<file path="src/rtl/spi_ram_arbiter.sv">
// spi_ram_arbiter
//   Connects the parallel side of an SPI slave and a local host port to one
//   single-port RAM. It decodes SPI command words, holds the SPI write and read
//   address registers, and issues one RAM access at a time. When both sides
//   want the RAM in the same cycle, the side that lost the previous tie wins.
//
// Ports
//   clk, rst_n        clock (rising edge), synchronous active-low reset
//   spi_rx_data[9:0]  SPI command word: [9:8] opcode, [7:0] payload
//   spi_rx_valid      level; a command is taken only on its rising edge
//   spi_tx_data[7:0]  SPI read data
//   spi_tx_valid      spi_tx_data valid, held until the next accepted command
//   spi_ovf           sticky flag: an SPI data command was dropped
//   host_req/we/addr/wdata  host request, held until host_gnt
//   host_gnt          one-cycle pulse: host request taken
//   host_rvalid       one-cycle pulse: host_rdata valid
//   host_rdata[7:0]   host read data
//   mem_en/we/addr/wdata  RAM strobe (one cycle per access) and controls
//   mem_rdata[7:0]    RAM read data, valid the cycle after a read strobe
//
// Handshakes
//   host:  host_req plus host_we/host_addr/host_wdata are held stable until the
//          host sees host_gnt; host_req still high in the cycle after host_gnt
//          is a new request. Read data returns as a single host_rvalid pulse.
//   spi:   spi_rx_valid is a level; only its rising edge is a command. There is
//          no back-pressure, so a data command that finds the pending slot full
//          is dropped and recorded in spi_ovf.
//
// Opcodes: 00 set write address, 01 write data, 10 set read address, 11 read.

module spi_ram_arbiter #(
  parameter int ADDR_SIZE = 8,
  parameter int MEM_DEPTH = 256
) (
  input  logic                 clk,
  input  logic                 rst_n,
  input  logic [9:0]           spi_rx_data,
  input  logic                 spi_rx_valid,
  output logic [7:0]           spi_tx_data,
  output logic                 spi_tx_valid,
  output logic                 spi_ovf,
  input  logic                 host_req,
  input  logic                 host_we,
  input  logic [ADDR_SIZE-1:0] host_addr,
  input  logic [7:0]           host_wdata,
  output logic                 host_gnt,
  output logic                 host_rvalid,
  output logic [7:0]           host_rdata,
  output logic                 mem_en,
  output logic                 mem_we,
  output logic [ADDR_SIZE-1:0] mem_addr,
  output logic [7:0]           mem_wdata,
  input  logic [7:0]           mem_rdata
);

  typedef enum logic [1:0] {
    ST_ARB    = 2'd0,
    ST_ACCESS = 2'd1,
    ST_RDATA  = 2'd2
  } state_t;

  state_t state_q, state_d;

  // SPI command decode
  logic       rx_prev_q;
  logic       accept;
  logic [1:0] op;
  logic [7:0] payload;

  assign accept  = spi_rx_valid & ~rx_prev_q;
  assign op      = spi_rx_data[9:8];
  assign payload = spi_rx_data[7:0];

  // Address registers and the single SPI pending slot
  logic [ADDR_SIZE-1:0] wr_addr_q, wr_addr_d;
  logic [ADDR_SIZE-1:0] rd_addr_q, rd_addr_d;
  logic                 slot_full_q, slot_full_d;
  logic                 slot_we_q, slot_we_d;
  logic [ADDR_SIZE-1:0] slot_addr_q, slot_addr_d;
  logic [7:0]           slot_data_q, slot_data_d;
  logic                 spi_ovf_d;

  // Tie-break flag: 1 means SPI wins the next tie.
  logic spi_wins_tie_q, spi_wins_tie_d;

  // Owner and direction of the access in flight
  logic cur_host_q, cur_host_d;
  logic cur_read_q, cur_read_d;

  // Next values of the registered outputs
  logic                 mem_en_d, mem_we_d;
  logic [ADDR_SIZE-1:0] mem_addr_d;
  logic [7:0]           mem_wdata_d;
  logic                 host_gnt_d, host_rvalid_d;
  logic [7:0]           host_rdata_d;
  logic [7:0]           spi_tx_data_d;
  logic                 spi_tx_valid_d;

  logic grant_spi, grant_host;

  always_ff @(posedge clk) begin
    if (!rst_n) begin
      state_q        <= ST_ARB;
      rx_prev_q      <= 1'b0;
      wr_addr_q      <= '0;
      rd_addr_q      <= '0;
      slot_full_q    <= 1'b0;
      slot_we_q      <= 1'b0;
      slot_addr_q    <= '0;
      slot_data_q    <= '0;
      spi_ovf        <= 1'b0;
      spi_wins_tie_q <= 1'b1;
      cur_host_q     <= 1'b0;
      cur_read_q     <= 1'b0;
      mem_en         <= 1'b0;
      mem_we         <= 1'b0;
      mem_addr       <= '0;
      mem_wdata      <= '0;
      host_gnt       <= 1'b0;
      host_rvalid    <= 1'b0;
      host_rdata     <= '0;
      spi_tx_data    <= '0;
      spi_tx_valid   <= 1'b0;
    end else begin
      state_q        <= state_d;
      rx_prev_q      <= spi_rx_valid;
      wr_addr_q      <= wr_addr_d;
      rd_addr_q      <= rd_addr_d;
      slot_full_q    <= slot_full_d;
      slot_we_q      <= slot_we_d;
      slot_addr_q    <= slot_addr_d;
      slot_data_q    <= slot_data_d;
      spi_ovf        <= spi_ovf_d;
      spi_wins_tie_q <= spi_wins_tie_d;
      cur_host_q     <= cur_host_d;
      cur_read_q     <= cur_read_d;
      mem_en         <= mem_en_d;
      mem_we         <= mem_we_d;
      mem_addr       <= mem_addr_d;
      mem_wdata      <= mem_wdata_d;
      host_gnt       <= host_gnt_d;
      host_rvalid    <= host_rvalid_d;
      host_rdata     <= host_rdata_d;
      spi_tx_data    <= spi_tx_data_d;
      spi_tx_valid   <= spi_tx_valid_d;
    end
  end

  always_comb begin
    state_d        = state_q;
    wr_addr_d      = wr_addr_q;
    rd_addr_d      = rd_addr_q;
    slot_full_d    = slot_full_q;
    slot_we_d      = slot_we_q;
    slot_addr_d    = slot_addr_q;
    slot_data_d    = slot_data_q;
    spi_ovf_d      = spi_ovf;
    spi_wins_tie_d = spi_wins_tie_q;
    cur_host_d     = cur_host_q;
    cur_read_d     = cur_read_q;
    mem_en_d       = 1'b0;
    mem_we_d       = 1'b0;
    mem_addr_d     = mem_addr;
    mem_wdata_d    = mem_wdata;
    host_gnt_d     = 1'b0;
    host_rvalid_d  = 1'b0;
    host_rdata_d   = host_rdata;
    spi_tx_data_d  = spi_tx_data;
    // Any accepted command retires the previous read result; an RDATA
    // capture below overrides this in the same cycle.
    spi_tx_valid_d = spi_tx_valid & ~accept;
    grant_spi      = 1'b0;
    grant_host     = 1'b0;

    case (state_q)
      ST_ARB: begin
        if (slot_full_q && host_req) begin
          grant_spi      = spi_wins_tie_q;
          grant_host     = ~spi_wins_tie_q;
          spi_wins_tie_d = ~spi_wins_tie_q;
        end else begin
          grant_spi  = slot_full_q;
          grant_host = host_req;
        end

        if (grant_spi) begin
          mem_en_d    = 1'b1;
          mem_we_d    = slot_we_q;
          mem_addr_d  = slot_addr_q;
          mem_wdata_d = slot_data_q;
          slot_full_d = 1'b0;
          cur_host_d  = 1'b0;
          cur_read_d  = ~slot_we_q;
          state_d     = ST_ACCESS;
        end else if (grant_host) begin
          mem_en_d    = 1'b1;
          mem_we_d    = host_we;
          mem_addr_d  = host_addr;
          mem_wdata_d = host_wdata;
          host_gnt_d  = 1'b1;
          cur_host_d  = 1'b1;
          cur_read_d  = ~host_we;
          state_d     = ST_ACCESS;
        end
      end

      ST_ACCESS: begin
        state_d = cur_read_q ? ST_RDATA : ST_ARB;
      end

      ST_RDATA: begin
        if (cur_host_q) begin
          host_rdata_d  = mem_rdata;
          host_rvalid_d = 1'b1;
        end else begin
          spi_tx_data_d  = mem_rdata;
          spi_tx_valid_d = 1'b1;
        end
        state_d = ST_ARB;
      end

      default: state_d = ST_ARB;
    endcase

    // Command decode runs after arbitration so a slot being issued this cycle
    // can take a new entry without counting as an overrun.
    if (accept) begin
      case (op)
        2'b00: wr_addr_d = ADDR_SIZE'(payload);
        2'b10: rd_addr_d = ADDR_SIZE'(payload);
        default: begin
          if (slot_full_q && !grant_spi) begin
            spi_ovf_d = 1'b1;
          end else begin
            slot_full_d = 1'b1;
            slot_we_d   = ~op[1];
            slot_addr_d = op[1] ? rd_addr_q : wr_addr_q;
            slot_data_d = payload;
          end
        end
      endcase
    end
  end

endmodule

</file>
<file path="config.mk">
export PLATFORM = sky130hd
export DESIGN_NAME = spi_ram_arbiter
export DESIGN_NICKNAME = d
export VERILOG_FILES = /design/src/rtl/spi_ram_arbiter.sv
export SDC_FILE = /design/constraint.sdc
export NUM_CORES = 1
export LEC_CHECK = 0
export BUFFER_PORTS_ARGS = -buffer_cell sky130_fd_sc_hd__buf_2
export CAP_MARGIN = 20
export CORE_ASPECT_RATIO = 1.4
export CORE_MARGIN = 2
export CORE_UTILIZATION = 52
export CTS_CLUSTER_DIAMETER = 150
export DETAILED_ROUTE_END_ITERATION = 6
export PLACE_DENSITY = 0.87
export SLEW_MARGIN = 10
export SYNTH_ARGS = -nofsm -noshare
export SYNTH_HDL_FRONTEND = slang
export SYNTH_SLANG_ARGS = --single-unit
</file>
<file path="constraint.sdc">
create_clock -name clk -period 1.7 [get_ports clk]
set_clock_uncertainty 0.15 [all_clocks]
set_input_delay 0.17 -clock clk [delete_from_list [all_inputs] [get_ports clk]]
set_output_delay 0.17 -clock clk [all_outputs]
set_load 0.005 [all_outputs]
</file>
# ---- Word level (Yosys, flattened, before mapping)
# Index checks and enable logic that the tools add are counted.
dict set report totals {
  regBits 78
  latchBits 0
  ram_bits 0
  mem_bits_ro 0
  output_inout_bits 38
  n_memories 0
}
dict set report op_classes {
  add_sub_neg 0
  multipliers 0
  div 0
  order_cmp 0
  eq_ne 4
  shifts 0
  muxes 30
  bitwise_logic 13
  reduce_logical 18
}
# operator n
set op_table {}
lappend op_table {{$mux 8} 5}
lappend op_table {{$mux 1} 21}
lappend op_table {{$reduce_and 2->1} 8}
lappend op_table {{$not 1->1} 11}
lappend op_table {{$mux 2} 3}
lappend op_table {{$reduce_and 3->1} 2}
lappend op_table {{$eq 2x2->1 const B} 2}
lappend op_table {{$logic_not 2->1} 2}
lappend op_table {{$pmux 2 s2} 1}
lappend op_table {{$ne 3x3->1 const B} 1}
lappend op_table {{$reduce_or 3->1} 1}
lappend op_table {{$and 1x1->1} 2}
lappend op_table {{$eq 2x1->1 const B} 1}
lappend op_table {{$logic_and 1x1->1} 2}
lappend op_table {{$reduce_bool 2->1} 1}
lappend op_table {{$reduce_or 2->1} 1}
lappend op_table {{$logic_not 1->1} 1}

# ---- Longest topological paths before layout
# Gate-level depths: netlist of the first run.
dict set report depth {
  depth_word 9
  depth_mapped 6
  mapped_depth_nobuf 4
}

# ---- Worst setup path before layout of the first run
# OpenSTA, ideal clock, no wires.
dict set report synth_path {
  path_kind {flip-flop to flip-flop}
  from {register rx_prev_q}
  to {register slot_data_q[1]}
  setup_time_ns 0.072
  t_arrival_ns 1.264
  t_required_ns 1.478
  path_slack_ns 0.214
  path_stages_with_launch 7
  path_cell_list {dfxtp_1 nand2b_1 nor2_4 and2_4 buf_12 buf_12 mux2i_1}
}
dict set report synth_via {
  elab_chain_cells 3
}
# element line_no
set synth_rtl {}
lappend synth_rtl {{start: declaration} 65} ;# logic rx_prev_q;
lappend synth_rtl {{start signal: assignment} 126} ;# rx_prev_q <= spi_rx_valid;
lappend synth_rtl {{$not 1->1} 70} ;# assign accept = spi_rx_valid & ~rx_prev_q;
lappend synth_rtl {{$and 1x1->1} 70}
lappend synth_rtl {{$reduce_and 3->1 (no source line)} --}
lappend synth_rtl {{end signal: assignment} 132} ;# slot_data_q <= slot_data_d;
lappend synth_rtl {{end: declaration} 80} ;# logic [7:0] slot_data_q, slot_data_d;
# No other way between the ends.
# A chain may end at the register's enable or synchronous reset.

# ---- Worst setup path after layout of the first run
dict set report layout_path {
  from {input port host_req}
  to {register slot_data_q[3]}
}
dict set report layout_via {
  elab_chain_cells 8
}
# element line_no
set layout_rtl {}
lappend layout_rtl {{start: declaration} 42} ;# input logic host_req,
lappend layout_rtl {{$logic_and 1x1->1} 177} ;# if (slot_full_q && host_req) begin
lappend layout_rtl {{$mux 1} 177}
lappend layout_rtl {{$mux 1 (2 in series)} 175} ;# case (state_q)
lappend layout_rtl {{$logic_not 1->1} 232} ;# if (slot_full_q && !grant_spi) begin
lappend layout_rtl {{$logic_and 1x1->1} 232}
lappend layout_rtl {{$not 1->1 (no source line)} --}
lappend layout_rtl {{$reduce_and 3->1 (no source line)} --}
# No other way between the ends. The select of a mux whose other input is x is not followed.

==> results of run 1 <==
==> power breakdown <==
group | switching [mW] | total, mW | internal [mW] | leakage, nW
Combinational | 0.234 | 0.472 | 0.238 | 1.15
Sequential | 0.0496 | 1.96 | 1.91 | 0.637
Clock | 0.649 | 1.62 | 0.976 | 0.121
Total | 0.932 | 4.06 | 3.13 | 1.91
==> worst min-delay path, cell delays in order <==
cell and delay (ns):
buf_2 0.11, inv_2 0.14, nor2_1 0.12
==> metrics by stage <==
step,TNS (ns),power (mW)
finish,0,4.059
global route,-0.01247,4.222
CTS,0,4.076
detailed placement,0,2.395
global placement,0,2.378
floorplan,0,2.244
==> final cells by class <==
cell class	instances	area [sq um]	area share, %
flip-flops and latches	78	1562	37.55
multi-input cells	213	1406	33.81
inverters	2	7.507	0.1805
clock buffers	10	127.6	3.069
clock inverters	6	108.9	2.617
well taps	70	87.58	2.106
repair buffers	124	859.6	20.67
==> path summary, 6_finish.rpt <==
check / cells after the start / to
worst min register to register: 2 / state_q[1]$_SDFFE_PN0P_
worst max-delay path: 6 / slot_data_q[3]$_SDFFE_PN0P_
worst min-delay path: 3 / state_q[0]$_SDFFE_PN0P_
worst max register to register: 5 / cur_read_q$_SDFFE_PN0P_
==> repair_timing <==
| action | CTS | global route |
|---|---|---|
| gates resized for setup | 0 | 3 |
| endpoints found under the setup margin | 0 | 9 |
| hold buffers | 36 | 0 |
| hold endpoints to repair | 61 | 0 |
==> routing by layer <==
| metal | GRT usage (%) | share of wire, % | up-vias |
|---|---|---|---|
| li1 | - | - | 1307 |
| met1 | 24.73 | 40 | 1221 |
| met2 | 44.07 | 54 | 68 |
| met3 | 5.603 | 4.4 | 13 |
| met4 | 9.150 | 2.1 | 0 |
| met5 | 0 | 0 | - |
==> cells in the final DEF, fill, tap and decap left out, drive strengths merged <==
master / n
nand2b: 2
and3: 1
xnor2: 1
nand2: 38
a211oi: 10
nand3b: 1
or2: 1
buf: 88
o31ai: 1
nor3: 3
nor2: 33
inv: 3
dlygate4sd3: 36
a21oi: 37
o21a: 3
dfxtp: 78
bufinv: 3
and2: 3
clkinv: 2
o21ai: 17
mux2i: 56
nor3b: 2
nor2b: 2
or3: 1
clkbuf: 10
nand3: 1
==> flip-flops by register name, summed over array words and instances, names as in the netlist, 2 cells and up <==
| register | flops |
|---|---|
| mem_addr | 8 |
| slot_data_q | 8 |
| spi_tx_data | 8 |
| mem_wdata | 8 |
| state_q | 2 |
| wr_addr_q | 8 |
| slot_addr_q | 8 |
| rd_addr_q | 8 |
| host_rdata | 8 |
==> cells by family after synthesis <==
| group | Yosys count | share of synthesized area [%] |
|---|---|---|
| compound gates | 68 | 13.74 |
| xor+xnor | 1 | 0.2830 |
| buf+inv | 24 | 4.891 |
| flops | 78 | 50.44 |
| mux | 56 | 18.11 |
| simple gates | 87 | 12.53 |
==> results summary, run 1 <==
The flow ran to the end, and the final reports show no timing, DRC or antenna violations. The count of distinct cell types in the synthesized netlist is 32. The number of antenna violations at the first check in global routing came out at 0. The commonest cells after synthesis are 78 x dfxtp_1, 56 x mux2i_1, 38 x nand2_1.

In this run the most critical hold path is launched from rst_n. The CTS clock-pin slew for the worst setup and hold paths came out at 0.08 ns. In this run the worst setup path begins at host_req. The commonest register cell after synthesis is dfxtp_1. The arrival time reported for the critical path endpoint came out at 1.77 ns. The critical path in this run is classified as primary input to flip-flop. The final setup violation count came out at 0.

The die is 95.29 um tall. The leakage power figure is 1.905 nW. The deepest clock path buffer count came out at 2.

The fraction of final layout cells sized beyond drive strength 1 is 28.18%. Setup repair after global routing could not meet its margin everywhere. The count of flip-flops with a built-in enable after synthesis is 0. For this run, the share of the core covered by cells in the final layout is 71.44%. Traced cell by cell, the critical path runs through dlygate4sd3_1 -> buf_2 -> nor2b_4 -> o31ai_4 -> and2_4 -> mux2i_1. The relative slew slack came out at 66.94%. The peak supply drop came out at 645.6 uV. Counting every net in the synthesized netlist gives 353.

The biggest area contributor in the post-synthesis netlist is dfxtp_1. The number of violations reported at the end of detailed-routing iteration 0 came out at 98. The quantity of I/O buffers inserted on ports came out at 76. After clock tree synthesis, the setup repair step added 0 buffers. The Yosys warning count came out at 0.

The number of buffers inserted during clock tree synthesis came out at 9. Synthesis produced 314 cells. The largest individual stage delay along the critical path comes from the cell dlygate4sd3_1. The total power density per cell area came out at 975.9 mW/mm^2. In this run the core area contains 33 standard-cell rows. The number of vias per cell came out at 5.187.

The total clock sinks came out at 78. The final weighted congestion in routability-driven placement is 0.7891. The region available for standard cell placement spans 0.005822 sq mm.

The largest delay contributor family on the critical path is buffers and inverters. The critical path capture point type is a flip-flop. The number of endpoints with negative hold slack in the final report came out at 0.

The number of nets in the layout is 467. The TritonCTS clock tree is yes. The number of placed instances, taps included, is 450.

The post-detailed-placement cell area came out at 0.003540 sq mm. The post-route cell area is 0.004159 sq mm. Across the run, the number of max-cap violations was 0. The number of synthesized register bits came out at 78.

In the final routed layout, each cell accounts on average for 14.85 um. The clock reaches the later pin of the worst-skew pair after 0.34 ns. The count of cells in the finished layout, fillers not included, comes to 503.

The routed wire length came out at 7469 um. The clock period minus final worst setup slack is 1.657 ns. The pin count of the biggest net entering global routing came out at 37. The worst setup path is launched from a primary input. The number of primary I/O pins is 77. The worst slack at placement is 0.1842 ns.

The peak clock frequency supported by timing came out at 603.5 MHz. The layout overhead on the synthesized area came out at 34.36%. The largest stage delay on the critical path came out at 0.53 ns.

The register-to-register path setup slack came out at 0.17 ns. The buffers plus inverters on the worst setup path is 2. Among all cell types in the netlist, the one instantiated most often is dfxtp_1. The data required time at the worst endpoint came out at 1.82 ns. The mean cell area of the mapped netlist came out at 9.858 sq um.

The detailed-router iteration count before antenna repair came out at 4. The path category of the worst min-delay check is primary input to flip-flop. Global routing used 23.24% of the available tracks. The proportion of netlist area held by the largest area contributor is 50.44%. Once the floorplan was initialized, standard cells occupied 53.17% of the core. The async set-reset flop share out of synthesis came out at 0%. Setup slack on the critical path of the routed design comes to 0.04310 ns.

The total DRC errors in the routed layout came out at 0. The count of final max-slew check failures is 0. The number of levels in the clock H-tree came out at 3. The number of filler instances in the final layout came out at 389. The hold slack is 0.08109 ns.

In this run the critical register-to-register path is launched from state_q[0]$_SDFFE_PN0P_. The largest driver fanout on the critical path came out at 9. The number of global-route vias before repair was 2644. For this run the aggregate overflow at the end of global routing stands at 0. The die boundary width came out at 69.21 um. The final clock period utilization by the worst path came out at 97.46%. The combined area of all synthesized cells came out at 0.003095 sq mm. By area the synthesized netlist is led by dfxtp_1 50%, mux2i_1 18%, a21oi_1 6.0%. The CTS root buffer is clkbuf_8. The overall via count from detail_route is 2609. 0 antenna diodes ended up in the layout.

The HPWL after detailed placement came out at 4675 um. For this run, the register share of the synthesized area comes to 50.44%. For the pin with the worst max-slew slack, the measured transition is 0.4908 ns. The detail route stage leaves a number of antenna-violating nets equal to 0. The first global-routing pass estimated 12120 um of wire. The total die area is 0.006595 sq mm.
(Power assumes the default switching activity.)
==> run 2, diff against run 1 <==
==> constraint.sdc (replaced) <==
create_clock -name clk -period 1.7 [get_ports clk]
set_clock_uncertainty 0.15 [all_clocks]
set_input_delay 0.255 -clock clk [delete_from_list [all_inputs] [get_ports clk]]
set_output_delay 0.255 -clock clk [all_outputs]
set_load 0.005 [all_outputs]
==> run 2 against run 1 <==
Net effect: routed wire length fell by 9.4%; combinational power fell by 12%; maximum frequency rose by 3.5%; global-route usage fell by 2.0 points; utilization fell by 6.0 points; largest cell class unchanged; die area did not move; cell count fell by 6.2%; setup slack improved by 0.057 ns.
==> results summary, run 2 (synthesized netlist as in run 1, its figures left out) <==
The die boundary width came out at 69.21 um (unchanged). The met3 track demand over resource came out at 4.228% (-1.4 points). The vertical extent of the die was 95.29 um (unchanged). The count of final max-slew check failures came out at 0 (unchanged). The pin count of the biggest net entering global routing is 51 (+38%). The insertion delay of the later-clocked pin in the worst-skew pair is 0.35 ns (about the same). The fraction of final layout cells sized beyond drive strength 1 was 31.59% (+3.4 points). The largest driver fanout on the critical path came out at 8 (-1). After global routing, the most crowded layer is met2. The number of levels in the clock H-tree came out at 3 (unchanged). The slew at the pin closest to its max-slew limit came out at 0.5022 ns (+0.01142 ns).

The placed instance count came out at 449 (-0.22%). The kind of start point of the critical path is a primary input. The data required time at the worst endpoint came out at 1.77 ns (-0.05 ns).

The buffers plus inverters on the worst setup path is 3 (+1). The post-route setup TNS came out at 0 ns (unchanged). The met2 track demand over resource is 36.54% (-7.5 points). The HPWL after detailed placement came out at 4587 um (-1.9%). The total die area is 0.006595 sq mm (unchanged). The standard-cell row count came out at 33 (unchanged). The hold slack came out at 0.006739 ns (-0.07435 ns).

The routed wire length came to 6769 um (-9.4%). STA classifies the critical path endpoint as a flip-flop. The relative slew slack came out at 66.17% (-0.77 points). The peak clock frequency supported by timing is 625.0 MHz (+3.5%). The average wire per standard cell came out at 14.34 um (-3.4%). The flow ran to the end, and the final reports show no timing, DRC or antenna violations. The number of standard cells in the final layout excluding fillers came out at 472 (-6.2%).

The path class of the tightest hold or removal check is primary input to flip-flop. The overall via count from detail_route came out at 2552 (-2.2%). The critical path class is primary input to flip-flop. The global routing usage summed across all routing layers came out at 21.20% (-2.0 points). The total clock sinks is 78 (unchanged). The number of buffers inserted during clock tree synthesis came out at 9 (unchanged). The largest stage delay on the critical path is 0.53 ns (about the same).

The area growth from synthesis to layout is 23.16%. Traced cell by cell, the critical path runs through dlygate4sd3_1 -> buf_2 -> nand2b_2 -> nor3b_2 -> buf_4 -> mux2i_1 -> nor2_1. The detailed-router iteration count before antenna repair came out at 4 (unchanged). The effective utilization at floorplan is 53.17% (unchanged). The final setup violation count came out at 0 (unchanged). TritonCTS built the clock tree. The arrival time reported for the critical path endpoint came out at 1.67 ns (-0.10 ns). The number of endpoints with negative hold slack in the final report came to 0 (unchanged).

The total power density per cell area is 980.8 mW/mm^2 (+0.50%). The peak supply drop is 699.2 uV (+8.3%). The quantity of I/O buffers inserted on ports is 76 (unchanged). The number of violations reported at the end of detailed-routing iteration 0 came out at 149 (+52%). The library cells used most frequently in the layout, excluding fill and tap cells, are 78 x dfxtp_1, 76 x buf_2, 56 x mux2i_1.

The count of nets left with antenna violations after detail routing is 0 (unchanged). The area inside the core boundary was 0.005822 sq mm (unchanged). The total DRC errors in the routed layout is 0 (unchanged). The number of nets in the layout is 436 (-6.6%).

The CTS clock-pin slew for the worst setup and hold paths is 0.09 ns (about the same). The number of vias per cell came out at 5.407 (+4.2%). The final weighted congestion in routability-driven placement came out at 0.7891 (unchanged).

The tree is rooted in a clkbuf_8. Leaving out fill and tap cells, the most frequent cell in the layout is dfxtp_1. The number of antenna repair diodes came to 0 (unchanged). The met1 usage in global routing was 25.15% (+0.41 points). The deepest clock path buffer count came out at 2 (unchanged). The largest delay contributor family on the critical path is buffers and inverters. The number of primary I/O pins was 77 (unchanged).

The clock period minus final worst setup slack is 1.600 ns (-0.05679 ns). The number of maximum-capacitance violations was 0 (unchanged). The worst-path cell with the longest stage delay is dlygate4sd3_1. The leakage power figure came out at 1.755 nW (-7.9%). The first-pass GRT wire length is 11250 um (-7.2%). The number of antenna violations at the first check in global routing is 0 (unchanged). Setup repair after global routing left no endpoint under its margin.

The final clock period utilization by the worst path is 94.12% (-3.3 points). The number of global-route vias before repair came out at 2431 (-8.1%). The global route total overflow came to 0 (unchanged).
-- run 2: power breakdown --
part | internal, mW | leakage [nW] | switching, mW
registers | 1.91 | 0.637 | 0.0466
clock network | 0.686 | 0.0891 | 0.677
logic | 0.196 | 1.03 | 0.221
-- run 2: cell type report --
type | instances | area (sq um)
Inverter | 2 | 7.507
Clock buffer | 10 | 127.6
Clock inverter | 6 | 70.07
Sequential cell | 78 | 1562
Multi-Input combinational cell | 212 | 1400
Fill cell | 475 | 2009
Tap cell | 70 | 87.58
Timing Repair Buffer | 94 | 558.0
-- run 2: worst paths after layout --
path	from	end	slack, ns	cells after the start
setup / recovery	spi_rx_valid	rd_addr_q[1]$_SDFFE_PN0P_	0.1	7
hold / removal	mem_rdata[5]	host_rdata[5]$_SDFFE_PN0P_	0.007	3
setup reg to reg	spi_wins_tie_q$_SDFFE_PN1P_	slot_data_q[0]$_SDFFE_PN0P_	0.16	4
hold reg to reg	wr_addr_q[0]$_SDFFE_PN0P_	wr_addr_q[0]$_SDFFE_PN0P_	0.31	2
-- run 2: tightest hold or removal path: stages --
cell and delay [ns]:
buf_2 0.09, mux2i_1 0.06, nor2_1 0.08
-- run 2: per-stage QoR --
step / total power [mW] / worst slack, ns / utilization [%] / instance area [sq um]
floorplan: 2.244 / 0.2144 / - / 3095
global placement: 2.379 / 0.2023 / 60.89 / 3545
detailed placement: 2.399 / 0.1685 / 60.89 / 3545
CTS: 3.751 / 0.02017 / 64.63 / 3762
global route: 3.891 / 0.01152 / 65.48 / 3812
finish: 3.739 / 0.09989 / 65.48 / 3812
-- run 2: per-layer routing --
metal | share of wire, % | vias up
met1 | 41 | 1220
met5 | 0 | -
met4 | 2.5 | 0
met2 | 51 | 74
li1 | - | 1243
met3 | 5.2 | 15
-- run 2: repair_timing --
action | in CTS | in global routing
endpoints found under the setup margin | 0 | 17
resized for setup | 0 | 3
hold endpoints to repair | 2 | 0
hold buffers | 2 | 0
buffers inserted | 0 | 5
